`config.mk`:
```
export PLATFORM = sky130hd
export DESIGN_NAME = fpu_check_log_fifo
export DESIGN_NICKNAME = d
export VERILOG_FILES = /design/src/rtl/fpu_check_log_fifo.sv
export SDC_FILE = /design/constraint.sdc
export NUM_CORES = 2
export LEC_CHECK = 0
export CAP_MARGIN = 20
export CORE_MARGIN = 8
export CORE_UTILIZATION = 57
export CTS_BUF_LIST = sky130_fd_sc_hd__clkbuf_8
export CTS_CLUSTER_SIZE = 24
export DETAILED_ROUTE_END_ITERATION = 10
export PLACE_DENSITY = 0.78
export SLEW_MARGIN = 10
export SYNTH_ARGS = -nofsm -noshare
export SYNTH_HDL_FRONTEND = slang
export SYNTH_SLANG_ARGS = --single-unit
export TNS_END_PERCENT = 10
```
`constraint.sdc`:
```
create_clock -name clk -period 10.2 [get_ports clk]
set_input_delay 2.04 -clock clk [delete_from_list [all_inputs] [get_ports clk]]
set_output_delay 2.04 -clock clk [all_outputs]
set_load 0.005 [all_outputs]
```
`src/rtl/fpu_check_log_fifo.sv`:
```
// Mismatch log: synchronous FIFO with a registered head entry (zero when empty).
module fpu_check_log_fifo #(
  parameter int WIDTH     = 128,
  parameter int LOG_DEPTH = 4
) (
  input  logic             clk,
  input  logic             rst_n,
  input  logic             clear,
  input  logic             push,
  input  logic [WIDTH-1:0] push_data,
  input  logic             pop,
  output logic             full,
  output logic             empty,
  output logic             head_valid,
  output logic [WIDTH-1:0] head
);
  localparam int DEPTH = 1 << LOG_DEPTH;

  logic [WIDTH-1:0]   mem_q [DEPTH];
  logic [LOG_DEPTH:0] wr_ptr_q, wr_ptr_d;
  logic [LOG_DEPTH:0] rd_ptr_q, rd_ptr_d;
  logic [WIDTH-1:0]   head_q, head_d;
  logic               head_valid_q, head_valid_d;
  logic               pop_ok, push_ok;

  assign empty = (wr_ptr_q == rd_ptr_q);
  assign full  = (wr_ptr_q[LOG_DEPTH] != rd_ptr_q[LOG_DEPTH]) &&
                 (wr_ptr_q[LOG_DEPTH-1:0] == rd_ptr_q[LOG_DEPTH-1:0]);

  // Pop is resolved before push, so a full FIFO can accept a push in the same cycle as a pop.
  always_comb begin
    pop_ok   = pop && !empty;
    push_ok  = push && (!full || pop_ok);
    rd_ptr_d = rd_ptr_q;
    wr_ptr_d = wr_ptr_q;
    if (clear) begin
      rd_ptr_d = '0;
      wr_ptr_d = '0;
    end else begin
      if (pop_ok) begin
        rd_ptr_d = rd_ptr_q + (LOG_DEPTH+1)'(1);
      end else begin
        rd_ptr_d = rd_ptr_q;
      end
      if (push_ok) begin
        wr_ptr_d = wr_ptr_q + (LOG_DEPTH+1)'(1);
      end else begin
        wr_ptr_d = wr_ptr_q;
      end
    end
    head_valid_d = (wr_ptr_d != rd_ptr_d);
    head_d       = '0;
    if (!head_valid_d) begin
      head_d = '0;
    end else if (push_ok && (rd_ptr_d[LOG_DEPTH-1:0] == wr_ptr_q[LOG_DEPTH-1:0])) begin
      head_d = push_data;
    end else begin
      head_d = mem_q[rd_ptr_d[LOG_DEPTH-1:0]];
    end
  end

  // Pointer and head registers.
  always_ff @(posedge clk or negedge rst_n) begin
    if (!rst_n) begin
      wr_ptr_q     <= '0;
      rd_ptr_q     <= '0;
      head_q       <= '0;
      head_valid_q <= 1'b0;
    end else begin
      wr_ptr_q     <= wr_ptr_d;
      rd_ptr_q     <= rd_ptr_d;
      head_q       <= head_d;
      head_valid_q <= head_valid_d;
    end
  end

  // Storage array; contents are don't-care until the pointers cover them.
  always_ff @(posedge clk) begin
    if (push_ok && !clear) begin
      mem_q[wr_ptr_q[LOG_DEPTH-1:0]] <= push_data;
    end
  end

  assign head       = head_q;
  assign head_valid = head_valid_q;

endmodule

```
==> summary.log <==
INFO  routing        drt_iter0_drc=5508
INFO  synthesis      synth_seq_cells=2187
INFO  setup_path     worstPathMaxFanout=126
INFO  placement      finalWeightedCongestion=0.7646
INFO  grt            globalRouteOverflowTotal=0
INFO  sta            hold_ws=0.6195ns
INFO  synthesis      syn-mean-instance-area=16.87squm
INFO  setup_path     type_of_destination_of_the_critical_path=register
INFO  synthesis      fraction_of_post_synthesis_cell_area_in_the_top_cell_type_by_area=73.58%
INFO  synthesis      synth-edff-count=2048
INFO  setup_path     timing.critical_path.arrival=7.24ns
INFO  routing        num_vias=48150
INFO  clock_tree     root_buffer=clkbuf_8
INFO  clock_tree     maximum_count_of_clock_buffers_along_a_single_path=4
INFO  final_layout   drive_above_1_share=11.98%
INFO  setup_path     path_class=in2reg
INFO  sta            finalHoldViolCount=0
INFO  final_layout   layout.cells.non_filler=7520
INFO  sta            rsz_0062_raised_after_global_routing=no
INFO  routing        viasPerCell=6.403
INFO  die            i_o_pin_cnt=264
INFO  routing        antenna_left=0
INFO  clock_tree     cts.hold.buffers_added=0
INFO  clock_tree     tritoncts=built
INFO  synthesis      netlist_top_cells_area=edfxtp_1 74%, mux2i_1 4.6%, dfrtp_1 4.2%, nand2_1 4.1%, mux4_2 3.4%
INFO  routing        route.layer.met1.wl=77320um
INFO  job            cap_violations=0
INFO  placement      final_hpwl_from_detailed_placement=95500um
INFO  sta            finalSetupViolCount=0
INFO  routing        detail_route.drc_violations=0
INFO  sta            layout_min_cycle_time=6.421ns
INFO  die            dieArea=0.1592sqmm
INFO  synthesis      postSynthNetCount=5093
INFO  routing        routedWlPerCell=28.19um
INFO  setup_path     path_common_cell=buf_4
INFO  die            initial_core_util=57.42%
INFO  power          clockPowerShare=32.6%
INFO  clock_tree     clock_pin_slew_worst_setup_and_hold_paths=0.06ns
INFO  setup_path     cp_cell_sequence=clkdlybuf4s50_1 -> nor2b_1 -> nand2_1 -> a21oi_1 -> a21oi_4 -> buf_4 -> inv_8 -> buf_4 -> mux2i_1 -> o22ai_1 -> a2111oi_0 -> a311oi_1
INFO  setup_path     worstSetupStartpointType=input pin
INFO  final_layout   commonest_cells_after_routing_fill_and_taps_aside=2048 x edfxtp_1, 911 x nand2_1, 387 x mux2i_1
INFO  setup_path     timing.critical_path.slowest_cell_delay=0.82ns
INFO  power          vdd_ir_drop_max=0.3428mV
INFO  grt            grt_pass1_wl=309300um
INFO  placement      post-place-ws=2.743ns
INFO  synthesis      synth_cell_type_count=67
INFO  sta            worst_clock_skew=0.04516ns
INFO  die            design.core.area=0.1456sqmm
INFO  synthesis      syn-cell-area=0.08359sqmm
INFO  routing        detailroute.wirelength.met3=22660um
INFO  sta            post-route-worst-setup-slack=3.779ns
INFO  routing        detailedRoute.firstPassIterationCount=6
INFO  final_layout   layout.nets=5452
INFO  final_layout   final_common_cell=edfxtp_1
INFO  synthesis      number_of_instances_in_the_synthesized_netlist=4955
INFO  final_layout   utilization=65.00%
INFO  placement      numPortBuffers=263
INFO  clock_tree     cts-htree-levels=5
INFO  power          internal_power=15.32mW
INFO  sta            maxSlewHeadroom=23.74%
INFO  sta            fin_crit_sh=62.95%
INFO  clock_tree     worstSkewPairLatency=1.02ns
INFO  setup_path     timing.critical_path.required=11.02ns
INFO  grt            grt_pass1_vias=48750
INFO  final_layout   syn_to_final_growth=13.19%
INFO  synthesis      synth_top_area_cell=edfxtp_1
INFO  power          power.switching=5.759mW
INFO  sta            slew_of_the_pin_with_the_lowest_slew_margin=1.144ns
INFO  routing        route.met2.wl=106200um
INFO  sta            max_freq=155.7MHz
INFO  sta            pins_over_slew_limit=0
INFO  routing        finalWirelength=212000um
INFO  synthesis      dominantRegCellSynth=edfxtp_1
INFO  power          power.static_leakage=30.75nW
INFO  final_layout   filler_cell_count=9561
INFO  setup_path     slowest_stage=inv_8
INFO  die            die_width=398.9um
INFO  routing        top_layer=met5
INFO  power          powerDensity=222.8mW/mm^2
INFO  die            die_h=398.9um
INFO  power          pwr-share-seq=48.9%
INFO  synthesis      async_flop_share=6.356%
INFO  clock_tree     numClockSinks=2187
INFO  grt            initial_antenna_violation_count=33
INFO  die            placement_rows=140
INFO  synthesis      seq_area_frac_synth=77.74%
INFO  synthesis      ys_warn_count=0
INFO  clock_tree     cts_buf_count=342
INFO  hold_path      hp-class=reg2reg
INFO  power          power.switching_fraction=27.32%
INFO  clock_tree     cts.repair_timing.setup_buffer_count=0
INFO  run_status     status=complete, no violations
INFO  grt            grt_start_max_net_pins=173
INFO  power          power.share.combinational=18.5%
INFO  clock_tree     cts_resized=0
INFO  placement      instance_count_after_placement_with_tap_cells_included=6885
INFO  grt            groute.usage.overall=26.08%
-- power groups by stage --
| stage | Combinational, mW | Clock, mW | Sequential (mW) |
|---|---|---|---|
| after global placement | 3.79 | 0 | 10.5 |
| after floorplan | 2.45 | 0 | 10.4 |
| final | 3.90 | 6.88 | 10.3 |
| after CTS | 3.91 | 6.95 | 10.3 |
| after global routing | 4.15 | 7.32 | 10.3 |
| after detailed placement | 3.88 | 0 | 10.5 |
-- synthesized netlist by cell type (2+ instances only) --
| master | count |
|---|---|
| nand3_1 | 4 |
| buf_2 | 162 |
| nor4_2 | 2 |
| dfrtp_1 | 139 |
| a311oi_2 | 2 |
| a21oi_1 | 265 |
| xnor2_1 | 8 |
| buf_1 | 4 |
| nand4_1 | 4 |
| nor3b_1 | 2 |
| mux4_2 | 127 |
| ha_1 | 5 |
| clkbuf_1 | 116 |
| or3_1 | 3 |
| a21o_1 | 3 |
| and2_1 | 2 |
| nor2b_1 | 5 |
| nand2_1 | 912 |
| a2111oi_2 | 2 |
| nor3_1 | 6 |
| a311oi_1 | 125 |
| mux2i_1 | 387 |
| edfxtp_1 | 2048 |
| o22ai_1 | 127 |
| nand2b_1 | 6 |
| o21ai_0 | 3 |
| inv_2 | 3 |
| a221oi_1 | 128 |
| buf_4 | 31 |
| buf_6 | 4 |
| a2111oi_1 | 25 |
| o32ai_1 | 2 |
| inv_1 | 3 |
| xor2_1 | 8 |
| a2111oi_0 | 100 |
| nor2_1 | 151 |
-- state kept, by name (all words and copies together), names as in the netlist --
name and cells:
mem_q 2048, head 128, rd_ptr_q 5, wr_ptr_q 5, head_valid 1
-- cell families after synthesis --
| logic type | share of synthesized area (%) |
|---|---|
| adder cells (fa/ha/maj) | 0.07484 |
| buffers and inverters | 1.868 |
| XOR/XNOR | 0.1871 |
| flip-flops | 77.74 |
| AND/OR/NAND/NOR | 5.085 |
| multiplexers | 8.083 |
| AO/OA/AOI/OAI | 6.965 |
-- path summary, 6_finish.rpt --
kind / from / endpoint / slack [ns] / cells after the start
setup / recovery: clear / head[63]$_DFF_PN0_ / 3.78 / 12
hold / removal: wr_ptr_q[4]$_DFF_PN0_ / wr_ptr_q[4]$_DFF_PN0_ / 0.62 / 2
setup reg to reg: wr_ptr_q[3]$_DFF_PN0_ / head[63]$_DFF_PN0_ / 4.08 / 11
hold reg to reg: wr_ptr_q[4]$_DFF_PN0_ / wr_ptr_q[4]$_DFF_PN0_ / 0.62 / 2
max in group asynchronous: rst_n / head[95]$_DFF_PN0_ / 7.86 / 2
min in group asynchronous: rst_n / head[25]$_DFF_PN0_ / 0.96 / 1
-- per-layer routing --
| metal | vias up | track usage, % |
|---|---|---|
| met3 | 443 | 5.216 |
| met2 | 2988 | 43.88 |
| li1 | 20230 | - |
| met5 | - | 0 |
| met4 | 14 | 8.995 |
| met1 | 24480 | 34.20 |
-- layout make-up --
type / instances / area [sq um] / area share [%]
flip-flops and latches: 2187 / 64980 / 68.68
multi-input cells: 2445 / 17240 / 18.22
clock buffers: 381 / 5244 / 5.542
repair buffers: 332 / 3515 / 3.715
well taps: 1917 / 2399 / 2.535
clock inverters: 226 / 1137 / 1.202
diodes: 26 / 65.06 / 0.06877
inverters: 6 / 37.54 / 0.03967
-- metrics by stage --
step / instance area, sq um / setup TNS, ns / total power, mW
detailed placement: 88130 / 0 / 14.36
finish: 94610 / 0 / 21.08
global placement: 88130 / 0 / 14.28
CTS: 94510 / 0 / 21.16
global route: 94560 / 0 / 21.78
floorplan: 83590 / -924.65 / 12.82
-- critical path: cells and delay by family --
family                 cells  cell delay [ns]
AND/OR/NAND/NOR            2             0.48
AO/OA/AOI/OAI              5             1.41
multiplexers               1             0.28
buffers and inverters      4             2.80
(Power assumes the default switching activity.)
